==> config.mk <==
export PLATFORM = sky130hd
export DESIGN_NAME = module_banco_datos_spi_ventana
export DESIGN_NICKNAME = d
export VERILOG_FILES = /design/src/rtl/module_banco_datos_spi_ventana.sv
export SDC_FILE = /design/constraint.sdc
export NUM_CORES = 1
export LEC_CHECK = 0
export CAP_MARGIN = 20
export CORE_MARGIN = 2
export CORE_UTILIZATION = 40
export DETAILED_ROUTE_END_ITERATION = 8
export SLEW_MARGIN = 0
export SYNTH_ARGS = -nofsm -noshare
export SYNTH_HDL_FRONTEND = slang
export SYNTH_SLANG_ARGS = --single-unit
==> constraint.sdc <==
create_clock -name clk_i -period 2.71 [get_ports clk_i]
set_clock_uncertainty 0.2 [all_clocks]
set_input_delay 0.271 -clock clk_i [delete_from_list [all_inputs] [get_ports clk_i]]
set_output_delay 0.271 -clock clk_i [all_outputs]
set_load 0.05 [all_outputs]
==> src/rtl/module_banco_datos_spi_ventana.sv <==
// module_banco_datos_spi_ventana: dual-port register bank with a windowed auto-incrementing SPI pointer.
// Optional per-entry dirty flags are built when SPI_BANCO_DIRTY_EN is defined.
module module_banco_datos_spi_ventana #(
    parameter int N          = 3,
    parameter int DATA_WIDTH = 32
) (
    input  logic                  clk_i,
    input  logic                  rst_i,
    input  logic                  wr1_i,
    input  logic                  hold_ctrl_i,
    input  logic [N-1:0]          addr_1_i,
    input  logic [DATA_WIDTH-1:0] data_in1_i,
    output logic [DATA_WIDTH-1:0] data1_o,
    input  logic                  dirty_clr_i,
    input  logic                  ptr_load_i,
    input  logic [N-1:0]          ptr_start_i,
    input  logic [N-1:0]          ptr_last_i,
    input  logic                  wr2_i,
    input  logic                  rd2_i,
    input  logic [DATA_WIDTH-1:0] data_in2_i,
    output logic [DATA_WIDTH-1:0] data2_o,
    output logic [N-1:0]          ptr2_o,
    output logic                  window_done_o,
    output logic                  collision_o,
    output logic [2**N-1:0]       dirty_o
);
    localparam int DEPTH = 2**N;

    logic [DATA_WIDTH-1:0] mem_q [DEPTH];
    logic [DATA_WIDTH-1:0] mem_d [DEPTH];
    logic [N-1:0]          ptr_q, ptr_d, start_q, start_d, last_q, last_d;
    logic                  done_q, done_d, coll_q, coll_d;
    logic                  cli_we, spi_adv, spi_req, spi_we;

    always_comb begin
        cli_we  = wr1_i & ~hold_ctrl_i;
        spi_adv = ~ptr_load_i & (wr2_i | rd2_i);
        spi_req = ~ptr_load_i & wr2_i;
        // A held client write never competes, so the SPI write then always lands
        coll_d  = spi_req & cli_we & (addr_1_i == ptr_q);
        spi_we  = spi_req & ~coll_d;
        done_d  = spi_adv & (ptr_q == last_q);
        start_d = ptr_load_i ? ptr_start_i : start_q;
        last_d  = ptr_load_i ? ptr_last_i : last_q;
        ptr_d   = ptr_load_i ? ptr_start_i : !spi_adv ? ptr_q : done_d ? start_q : ptr_q + N'(1);
        mem_d   = mem_q;
        if (spi_we) mem_d[ptr_q] = data_in2_i;
        if (cli_we) mem_d[addr_1_i] = data_in1_i;
    end

    always_ff @(posedge clk_i or negedge rst_i) begin
        if (!rst_i) begin
            mem_q   <= '{default: '0};
            ptr_q   <= '0;
            start_q <= '0;
            last_q  <= '1;
            done_q  <= 1'b0;
            coll_q  <= 1'b0;
        end else begin
            mem_q   <= mem_d;
            ptr_q   <= ptr_d;
            start_q <= start_d;
            last_q  <= last_d;
            done_q  <= done_d;
            coll_q  <= coll_d;
        end
    end

    assign data1_o       = mem_q[addr_1_i];
    assign data2_o       = mem_q[ptr_q];
    assign ptr2_o        = ptr_q;
    assign window_done_o = done_q;
    assign collision_o   = coll_q;

`ifdef SPI_BANCO_DIRTY_EN
    logic [DEPTH-1:0] dirty_q, dirty_d;

    // Set is applied last so an SPI refresh beats a same-cycle client clear
    always_comb begin
        dirty_d = dirty_q;
        if (cli_we | dirty_clr_i) dirty_d[addr_1_i] = 1'b0;
        if (spi_we) dirty_d[ptr_q] = 1'b1;
    end

    always_ff @(posedge clk_i or negedge rst_i) begin
        if (!rst_i) dirty_q <= '0;
        else        dirty_q <= dirty_d;
    end

    assign dirty_o = dirty_q;
`else
    logic unused_dirty_clr;
    assign unused_dirty_clr = dirty_clr_i;
    assign dirty_o          = '0;
`endif

endmodule
## Yosys cells after proc, flatten, opt, wreduce, memory -nomap -nowiden

Cells that the tools add are included.

| cells by class | value |
|---|---|
| mux-type cells | 17 |
| $mul | 0 |
| shift operators | 0 |
| eq/ne operators | 2 |
| divide/modulo/power cells | 0 |
| order comparisons | 4 |
| bitwise operators | 13 |
| reductions and logical operators | 3 |
| add/sub/neg operators | 1 |

Operators with widths:

| cell | count |
|---|---|
| 256-bit bitwise mux | 2 |
| 256-bit 2-to-1 mux | 2 |
| 32-bit binary-select mux with 3-bit select | 2 |
| 32-bit demux with 3-bit select | 2 |
| 32-bit 2-to-1 mux | 6 |
| 3-bit 2-to-1 mux | 3 |
| 4-bit greater-or-equal comparator (second input constant) | 2 |
| 4-bit by 1-bit less-than comparator with 1-bit output (second input constant) | 2 |
| 3-bit inverter with 4-bit output | 2 |
| 1-bit bitwise AND | 7 |
| 3-bit == test | 2 |
| 3-bit by 1-bit adder with 3-bit output (second input constant) | 1 |
| 1-bit inverter | 3 |
| 1-bit logical AND | 2 |
| 2-bit nonzero test | 1 |
| 1-bit OR | 1 |

| storage, ports and cells | value |
|---|---|
| RAM bits | 0 |
| bits in latches | 0 |
| memory bits (read-only) | 0 |
| memories kept | 0 |
| bits in registers | 267 |
| input bits | 81 |
| logic and storage cells | 53 |

## Logic depth before layout (Yosys ltp)

Gate-level depths: netlist of run 1.

| logic depth | value |
|---|---|
| word-level depth | 9 |
| depth in mapped cells | 9 |
| mapped depth without buffers | 4 |

## Least setup slack after synthesis of run 1

Ideal clock, no wire load.

| path | value |
|---|---|
| path type | register to output |
| start | register ptr_q[2], in the netlist ptr2_o[2] |
| end | output port data2_o[22] |
| setup slack | -0.449 ns |
| arrival | 2.688 ns |
| data required time | 2.239 ns |
| stages on the path, launching flop included | 6 |
| buffers on the path | 3 |
| cell sequence | dfrtp_1 -> buf_4 -> buf_2 -> buf_1 -> a221oi_1 -> o21ai_0 |

| between the ends | value |
|---|---|
| longest elaborated chain between the ends | 4 |

RTL lines:

| what | RTL line | source |
|---|---|---|
| start: declaration | 31 | `logic [N-1:0] ptr_q, ptr_d, start_q, start_d, last_q, last_d;` |
| start signal: assignment | 61 | `ptr_q <= ptr_d;` |
| 3-bit inverter with 4-bit output (implied by the code) | 70 | `assign data2_o = mem_q[ptr_q];` |
| 32-bit binary-select mux with 3-bit select | 70 |  |
| 32-bit 2-to-1 mux (implied by the code) (2 in series) | 70 |  |
| end: declaration | 21 | `output logic [DATA_WIDTH-1:0] data2_o,` |

No other way between the ends. The select of a mux whose other input is x is not followed.

## Worst setup path in the final report of run 1

| path | value |
|---|---|
| start | register ptr_q[2], in the netlist ptr2_o[2] |
| end | output port data2_o[21] |

The elaborated chain is that of the path after synthesis.

==> results.py, run 1 <==
metrics = {
    "outcome": {
        "outcome": "finished with violations",
        "violations": "negative setup slack",
    },
    "logic_synthesis": {
        "ys_ff_latch": 267,
        "synthMuxAreaShare_pct": 12.17,
        "synth_xor_area_share_pct": 0.4666,
        "async_flop_share_pct": 100.0,
        "synth_top_family_by_area": "simple AND/OR/NAND/NOR gates",
        "synth-edff-count": 0,
        "synthSimpleGateAreaFrac_pct": 21.15,
        "ys_warn_count": 0,
        "synth_ff_type": "dfrtp_1",
        "synth-compound-area-share_pct": 20.49,
        "avgSynthCellArea_um2": 8.654,
        "synthCells": 2045,
        "seq_area_frac_synth_pct": 37.77,
        "synth.cell_area_um2": 17700,
        "synthAdderAreaFrac_pct": 0.07070,
        "synth_cell_types": 57,
    },
    "worst_setup_path": {
        "critPathArrivalTime_ns": 2.32,
        "start_kind": "flip-flop",
        "ff2ff_setup_slack_ns": 0.17,
        "crit_required_ns": 2.24,
        "critical_path_peak_fanout": 8,
        "reg2reg_to": "mem_q[83]",
        "rr_worst_depth": 8,
        "r2r_start": "ptr2_o[1]",
        "cp-end-kind": "output port",
        "critPathKind": "reg -> out",
    },
    "floorplanning": {
        "start_util_pct": 40.29,
        "ios": 158,
        "row_count": 77,
        "die_w_um": 214.3,
        "core_area_um2": 43930,
        "die_area_um2": 45940,
        "die_y_um": 214.3,
    },
    "clocking": {
        "cts_buffers": 35,
        "clk_path_buf_depth": 3,
        "clock_latency_ns": 0.54,
        "cts_tree": "done",
        "htreeDepth": 2,
        "root_buffer": "clkbuf_16",
        "cts_sinks": 267,
        "clk_pin_slew_ns": 0.05,
    },
    "place": {
        "gp_congestion": 0.9307,
        "dpl_cell_area_um2": 20890,
        "port-buffer-count": 148,
        "place_inst": 2675,
        "hpwl_um": 50600,
        "post-place-ws_ns": 0.1899,
    },
    "finish": {
        "layout_commonest_cell": "nand2_1",
        "post-route-util_pct": 53.03,
        "drive_gt1_share_pct": 27.88,
        "antenna-diode-count": 0,
        "final_cell_mix": "417 x nand2_1, 261 x dfrtp_1, 260 x nand3_1",
        "areaGrowthSynthToFinish_pct": 31.64,
        "fin_area_um2": 23300,
        "instances_no_fill": 2780,
        "fin_nets": 2252,
    },
    "power": {
        "p_per_area_nw_per_um2": 973.0,
        "power_mw": 22.67,
        "ir_drop_v": 0.0006492,
        "power_leakage_nw": 9.246,
    },
    "timing": {
        "fin_ws_ns": -0.08110,
        "slew_viol_final": 0,
        "hold_violations": 0,
        "setup-tns-final_ns": -0.3668,
        "final-setup-viol-count": 12,
        "fin_worst_hold_slack_ns": 0.1147,
        "min_period_over_period_pct": 103.0,
        "min_period_ns": 2.791,
        "worstMarginPinSlew_ns": 0.6804,
        "rsz0062_at_grt": "yes",
        "max_clock_freq_mhz": 358.3,
        "maxSlewHeadroom_pct": 54.64,
    },
    "routing": {
        "antenna_left": 0,
        "avgRoutedWirePerCell_um": 29.65,
        "viasPerCell": 6.795,
        "vias": 18890,
        "dr.pass1.iters": 9,
        "first_iter_violations": 2472,
        "drc": 0,
        "wl_um": 82440,
    },
    "global_route": {
        "grt_overflow": 0,
        "grt_pass1_wl_um": 120700,
        "grt_max_degree": 77,
        "grt_pass1_vias": 18580,
        "antenna_found_initial": 0,
        "grt_usage_pct": 34.91,
    },
    "hold_path": {
        "min_path_type": "in -> async",
    },
    "run": {
        "cap_violations": 0,
    },
}
-- sequential cells by signal, indices dropped and copies added (netlist names) --
name	cells
last_q	3
ptr2_o	3
collision_o	1
mem_q	256
start_q	3
window_done_o	1
-- Yosys cell counts, types with 5 or more instances --
cell | n | share of area [%]
nand2_1 | 433 | 9.2
dfrtp_1 | 264 | 37
nand3_1 | 260 | 7.4
o211ai_1 | 154 | 6.5
clkbuf_1 | 144 | 3.1
nor2_1 | 101 | 2.1
o21ai_0 | 76 | 2.1
a31oi_1 | 69 | 2.4
buf_2 | 68 | 1.9
mux2_2 | 64 | 4.1
mux4_2 | 49 | 6.2
a221oi_1 | 48 | 2.4
o211ai_2 | 40 | 2.8
mux2i_1 | 33 | 1.9
buf_4 | 32 | 1.4
a22oi_1 | 24 | 1.0
buf_1 | 24 | 0.51
a21oi_1 | 18 | 0.51
o22ai_1 | 16 | 0.57
buf_6 | 14 | 0.89
and2_1 | 13 | 0.46
o221ai_1 | 12 | 0.59
nor2b_1 | 11 | 0.39
o2bb2ai_1 | 9 | 0.45
a22o_1 | 5 | 0.25
nor3_4 | 5 | 0.46
-- worst max-delay path, stage by stage, from the launching register on --
cell      delay, ns
dfrtp_4        0.50
buf_12         0.17
buf_16         0.15
mux2_2         0.28
a222oi_1       0.37
o21ai_2        0.12
buf_12         0.16
-- routing by layer --
layer / part of all wire, % / vias up / global-route usage, %
li1: - / 7651 / -
met1: 36 / 9293 / 44.33
met2: 44 / 1512 / 51.96
met3: 12 / 433 / 9.135
met4: 7.4 / 0 / 24.38
met5: 0 / - / 0
-- cell families after synthesis --
| logic type | count (synthesis) |
|---|---|
| simple gates | 849 |
| mux | 146 |
| compound gates | 487 |
| xor+xnor | 6 |
| flops | 267 |
| other cells | 1 |
| buf+inv | 288 |
| fa+ha+maj | 1 |
-- where the power goes --
group	total (mW)	switching, mW	internal (mW)
Combinational	11.0	5.82	5.20
Sequential	7.19	1.55	5.64
Clock	4.46	1.83	2.64
-- cell type report --
| cell class | count | area, µm² |
|---|---|---|
| fill | 3938 | 20630 |
| multi-input combinational | 1497 | 10380 |
| inverter | 6 | 51.30 |
| timing repair buffer | 363 | 4373 |
| sequential | 267 | 6696 |
| clock buffer | 54 | 1050 |
| clock inverter | 1 | 5.005 |
| tap | 592 | 740.7 |
-- worst max-delay path by stage --
stage	startpoint	endpoint	slack, ns	depth (start not counted)
after floorplan	ptr2_o[0]	data2_o[16]	-0.13	6
after global placement	ptr2_o[0]	data2_o[1]	0.20	5
after detailed placement	ptr2_o[0]	data2_o[1]	0.19	5
after CTS	ptr2_o[2]	data2_o[21]	-0.08	6
after global routing	ptr2_o[2]	data2_o[9]	-0.09	6
final	ptr2_o[2]	data2_o[21]	-0.08	6
-- timing repair --
action	4_1_cts	5_1_grt
gates resized for setup	75	88
buffers inserted	22	21
endpoints found under the setup margin	33	31
hold buffers	1	0
endpoints found under the hold margin	71	0
cloned	2	4
pin swaps	19	42
No activity file was read; power rests on OpenSTA's default activity.
==> inputs of run 2 (changes only) <==
--- a/config.mk
+++ b/config.mk
@@ -9,6 +9,7 @@
 export CORE_MARGIN = 2
 export CORE_UTILIZATION = 40
 export DETAILED_ROUTE_END_ITERATION = 8
+export HOLD_SLACK_MARGIN = 0.05
 export SLEW_MARGIN = 0
 export SYNTH_ARGS = -nofsm -noshare
 export SYNTH_HDL_FRONTEND = slang
==> constraint.sdc (replaced) <==
create_clock -name clk_i -period 2.92 [get_ports clk_i]
set_clock_uncertainty 0.2 [all_clocks]
set_input_delay 0.292 -clock clk_i [delete_from_list [all_inputs] [get_ports clk_i]]
set_output_delay 0.292 -clock clk_i [all_outputs]
set_load 0.05 [all_outputs]
==> run 2 against run 1 <==
The flow still finishes with violations (negative setup slack). Combinational power decreased by 15%. Setup slack improved by 0.073 ns. Clock power decreased by 4%. Via count decreased by 1.8%. Cell area decreased by 5.0%. First-iteration DRC count increased by 13%. Clock-buffer cell count increased by 4. Critical path type unchanged. Critical endpoint is now data2_o[24]. Largest power group unchanged.
==> results.py, run 2 (same netlist as run 1, synthesis figures left out) <==
metrics = {
    "outcome": {
        "outcome": "finished with violations",
        "violations": "negative setup slack",
    },
    "floorplanning": {
        "start_util_pct": 40.29,
        "die_w_um": 214.3,
        "core_area_um2": 43930,
        "die_area_um2": 45940,
        "die_y_um": 214.3,
        "ios": 158,
        "row_count": 77,
    },
    "clocking": {
        "cts_tree": "done",
        "clock_latency_ns": 0.54,
        "clk_pin_slew_ns": 0.05,
        "htreeDepth": 2,
        "root_buffer": "clkbuf_16",
        "cts_buffers": 35,
        "cts_sinks": 267,
        "clk_path_buf_depth": 3,
    },
    "power": {
        "p_clk_share_pct": 21.2,
        "ir_drop_v": 0.0005761,
        "power_leakage_nw": 8.810,
        "power_mw": 20.23,
        "intPower_mw": 12.11,
        "p_comb_share_pct": 46.2,
        "p_sw_share_pct": 40.14,
        "p_per_area_nw_per_um2": 914.3,
        "p_seq_share_pct": 32.6,
        "switchingPower_mw": 8.120,
    },
    "place": {
        "port-buffer-count": 148,
        "gp_congestion": 0.9283,
        "post-place-ws_ns": 0.3230,
        "dpl_cell_area_um2": 20590,
        "hpwl_um": 50510,
    },
    "timing": {
        "max_clock_freq_mhz": 341.5,
        "fin_ws_ns": -0.008024,
        "slew_viol_final": 0,
        "final-setup-viol-count": 2,
        "hold_violations": 0,
        "worstMarginPinSlew_ns": 0.6532,
        "min_period_ns": 2.928,
        "min_period_over_period_pct": 100.3,
        "maxSlewHeadroom_pct": 56.46,
        "rsz0062_at_grt": "yes",
    },
    "worst_setup_path": {
        "setup.worst_path.end": "data2_o[24]",
        "rr_worst_depth": 7,
        "reg2reg_to": "mem_q[173]",
        "max_stage_delay_ns": 0.51,
        "crit_slowest_cell": "dfrtp_2",
        "critical_path_peak_fanout": 10,
        "critPathArrivalTime_ns": 2.44,
        "start_kind": "flip-flop",
        "critPathKind": "reg -> out",
        "r2r_start": "ptr2_o[1]",
        "cp-end-kind": "output port",
        "path_cells": "buf_4, nor2_1, buf_4, a221oi_1, o22ai_2, buf_4, buf_12",
        "crit_required_ns": 2.43,
        "cpMostUsedCell": "buf_4",
        "worstSetupStartpoint": "ptr2_o[0]",
        "ff2ff_setup_slack_ns": 0.31,
    },
    "routing": {
        "viasPerCell": 6.751,
        "vias": 18560,
        "dr.pass1.iters": 6,
        "first_iter_violations": 2790,
        "antenna_left": 0,
        "avgRoutedWirePerCell_um": 29.33,
        "wl_um": 80630,
        "drc": 0,
    },
    "finish": {
        "fin_nets": 2215,
        "areaGrowthSynthToFinish_pct": 25.01,
        "final_cell_mix": "431 x nand2_1, 261 x dfrtp_1, 260 x nand3_1",
        "fin_area_um2": 22130,
        "largest-register": "mem_q",
        "drive_gt1_share_pct": 23.53,
        "largest_reg_flops": 256,
        "n_fill_cell": 4060,
        "layout_commonest_cell": "nand2_1",
    },
    "global_route": {
        "grt_pass1_wl_um": 119200,
        "grt_overflow": 0,
        "grt_pass1_vias": 18330,
        "grt_usage_pct": 34.36,
        "grt_max_degree": 62,
        "antenna_found_initial": 3,
    },
    "run": {
        "cap_violations": 0,
    },
    "hold_path": {
        "min_path_type": "in -> async",
    },
}
==> run 2: cell count changes in the layout (fill, tap and decap cells not counted), moves of 12 or more <==
cell / delta
nand2_1: +14
buf_12: -18
a221oi_2: -13
a221oi_1: +25
nand2_2: -14
a221oi_4: -12
==> run 2: worst min path at each step <==
stage | cells after the start | slack [ns] | endpoint | from
finish | 2 | 0.11 | mem_q[69] | rst_i
global route | 2 | 0.15 | mem_q[69] | rst_i
CTS | 2 | 0.12 | mem_q[69] | rst_i
detailed placement | 1 | 0.09 | mem_q[69] | rst_i
global placement | 1 | 0.08 | mem_q[197] | rst_i
floorplan | 0 | -0.20 | collision_o | rst_i
==> run 2: repair_timing <==
| action | 4_1_cts | 5_1_grt |
|---|---|---|
| pin swaps | 4 | 2 |
| endpoints found under the setup margin | 22 | 14 |
| hold buffers | 1 | 0 |
| setup buffers | 17 | 6 |
| endpoints found under the hold margin | 250 | 0 |
| gates resized for setup | 25 | 19 |
==> run 2: power groups by stage <==
| stage | Sequential, mW | Combinational (mW) | Clock, mW |
|---|---|---|---|
| 6_report | 6.59 | 9.35 | 4.28 |
| 5_1_grt | 6.75 | 9.86 | 4.45 |
| 4_1_cts | 6.53 | 9.14 | 4.30 |
| 3_5_place_dp | 6.59 | 8.91 | 0 |
| 3_3_place_gp | 6.51 | 8.75 | 0 |
| 2_1_floorplan | 6.08 | 5.66 | 0 |
==> run 2: worst max-delay path: cells and delay by family, from the launching register on <==
kind,cells,cell delay [ns]
flip-flops,1,0.51
AO/OA/AOI/OAI,2,0.52
buffers and inverters,4,0.78
AND/OR/NAND/NOR,1,0.10
==> run 2: cell type report <==
class	instances	area, µm²	share of cell area (%)
flip-flops and latches	267	6694	30.26
inverters	6	30.03	0.1357
multi-input cells	1497	9832	44.44
clock buffers	58	1105	4.993
well taps	592	740.7	3.348
repair buffers	326	3714	16.78
clock inverters	1	5.005	0.02262
diodes	2	5.005	0.02262
==> run 2: per-stage QoR <==
stage | setup TNS, ns | instances | util (%) | hold WS (ns)
floorplan | 0 | 2052 | - | -0.2036
global placement | 0 | 2665 | 46.88 | 0.08217
detailed placement | 0 | 2665 | 46.88 | 0.09034
CTS | -0.001737 | 2742 | 50.02 | 0.1250
global route | -0.1084 | 2748 | 50.36 | 0.1484
finish | -0.01397 | 2749 | 50.36 | 0.1072
==> run 2: per-layer routing <==
metal  up-vias  track usage (%)  share of wire (%)
li1       7591                -                  -
met1      9050            44.06                 36
met2      1495            51.92                 44
met3       420            9.787                 13
met4         2            19.98                6.8
met5         -                0             0.0099
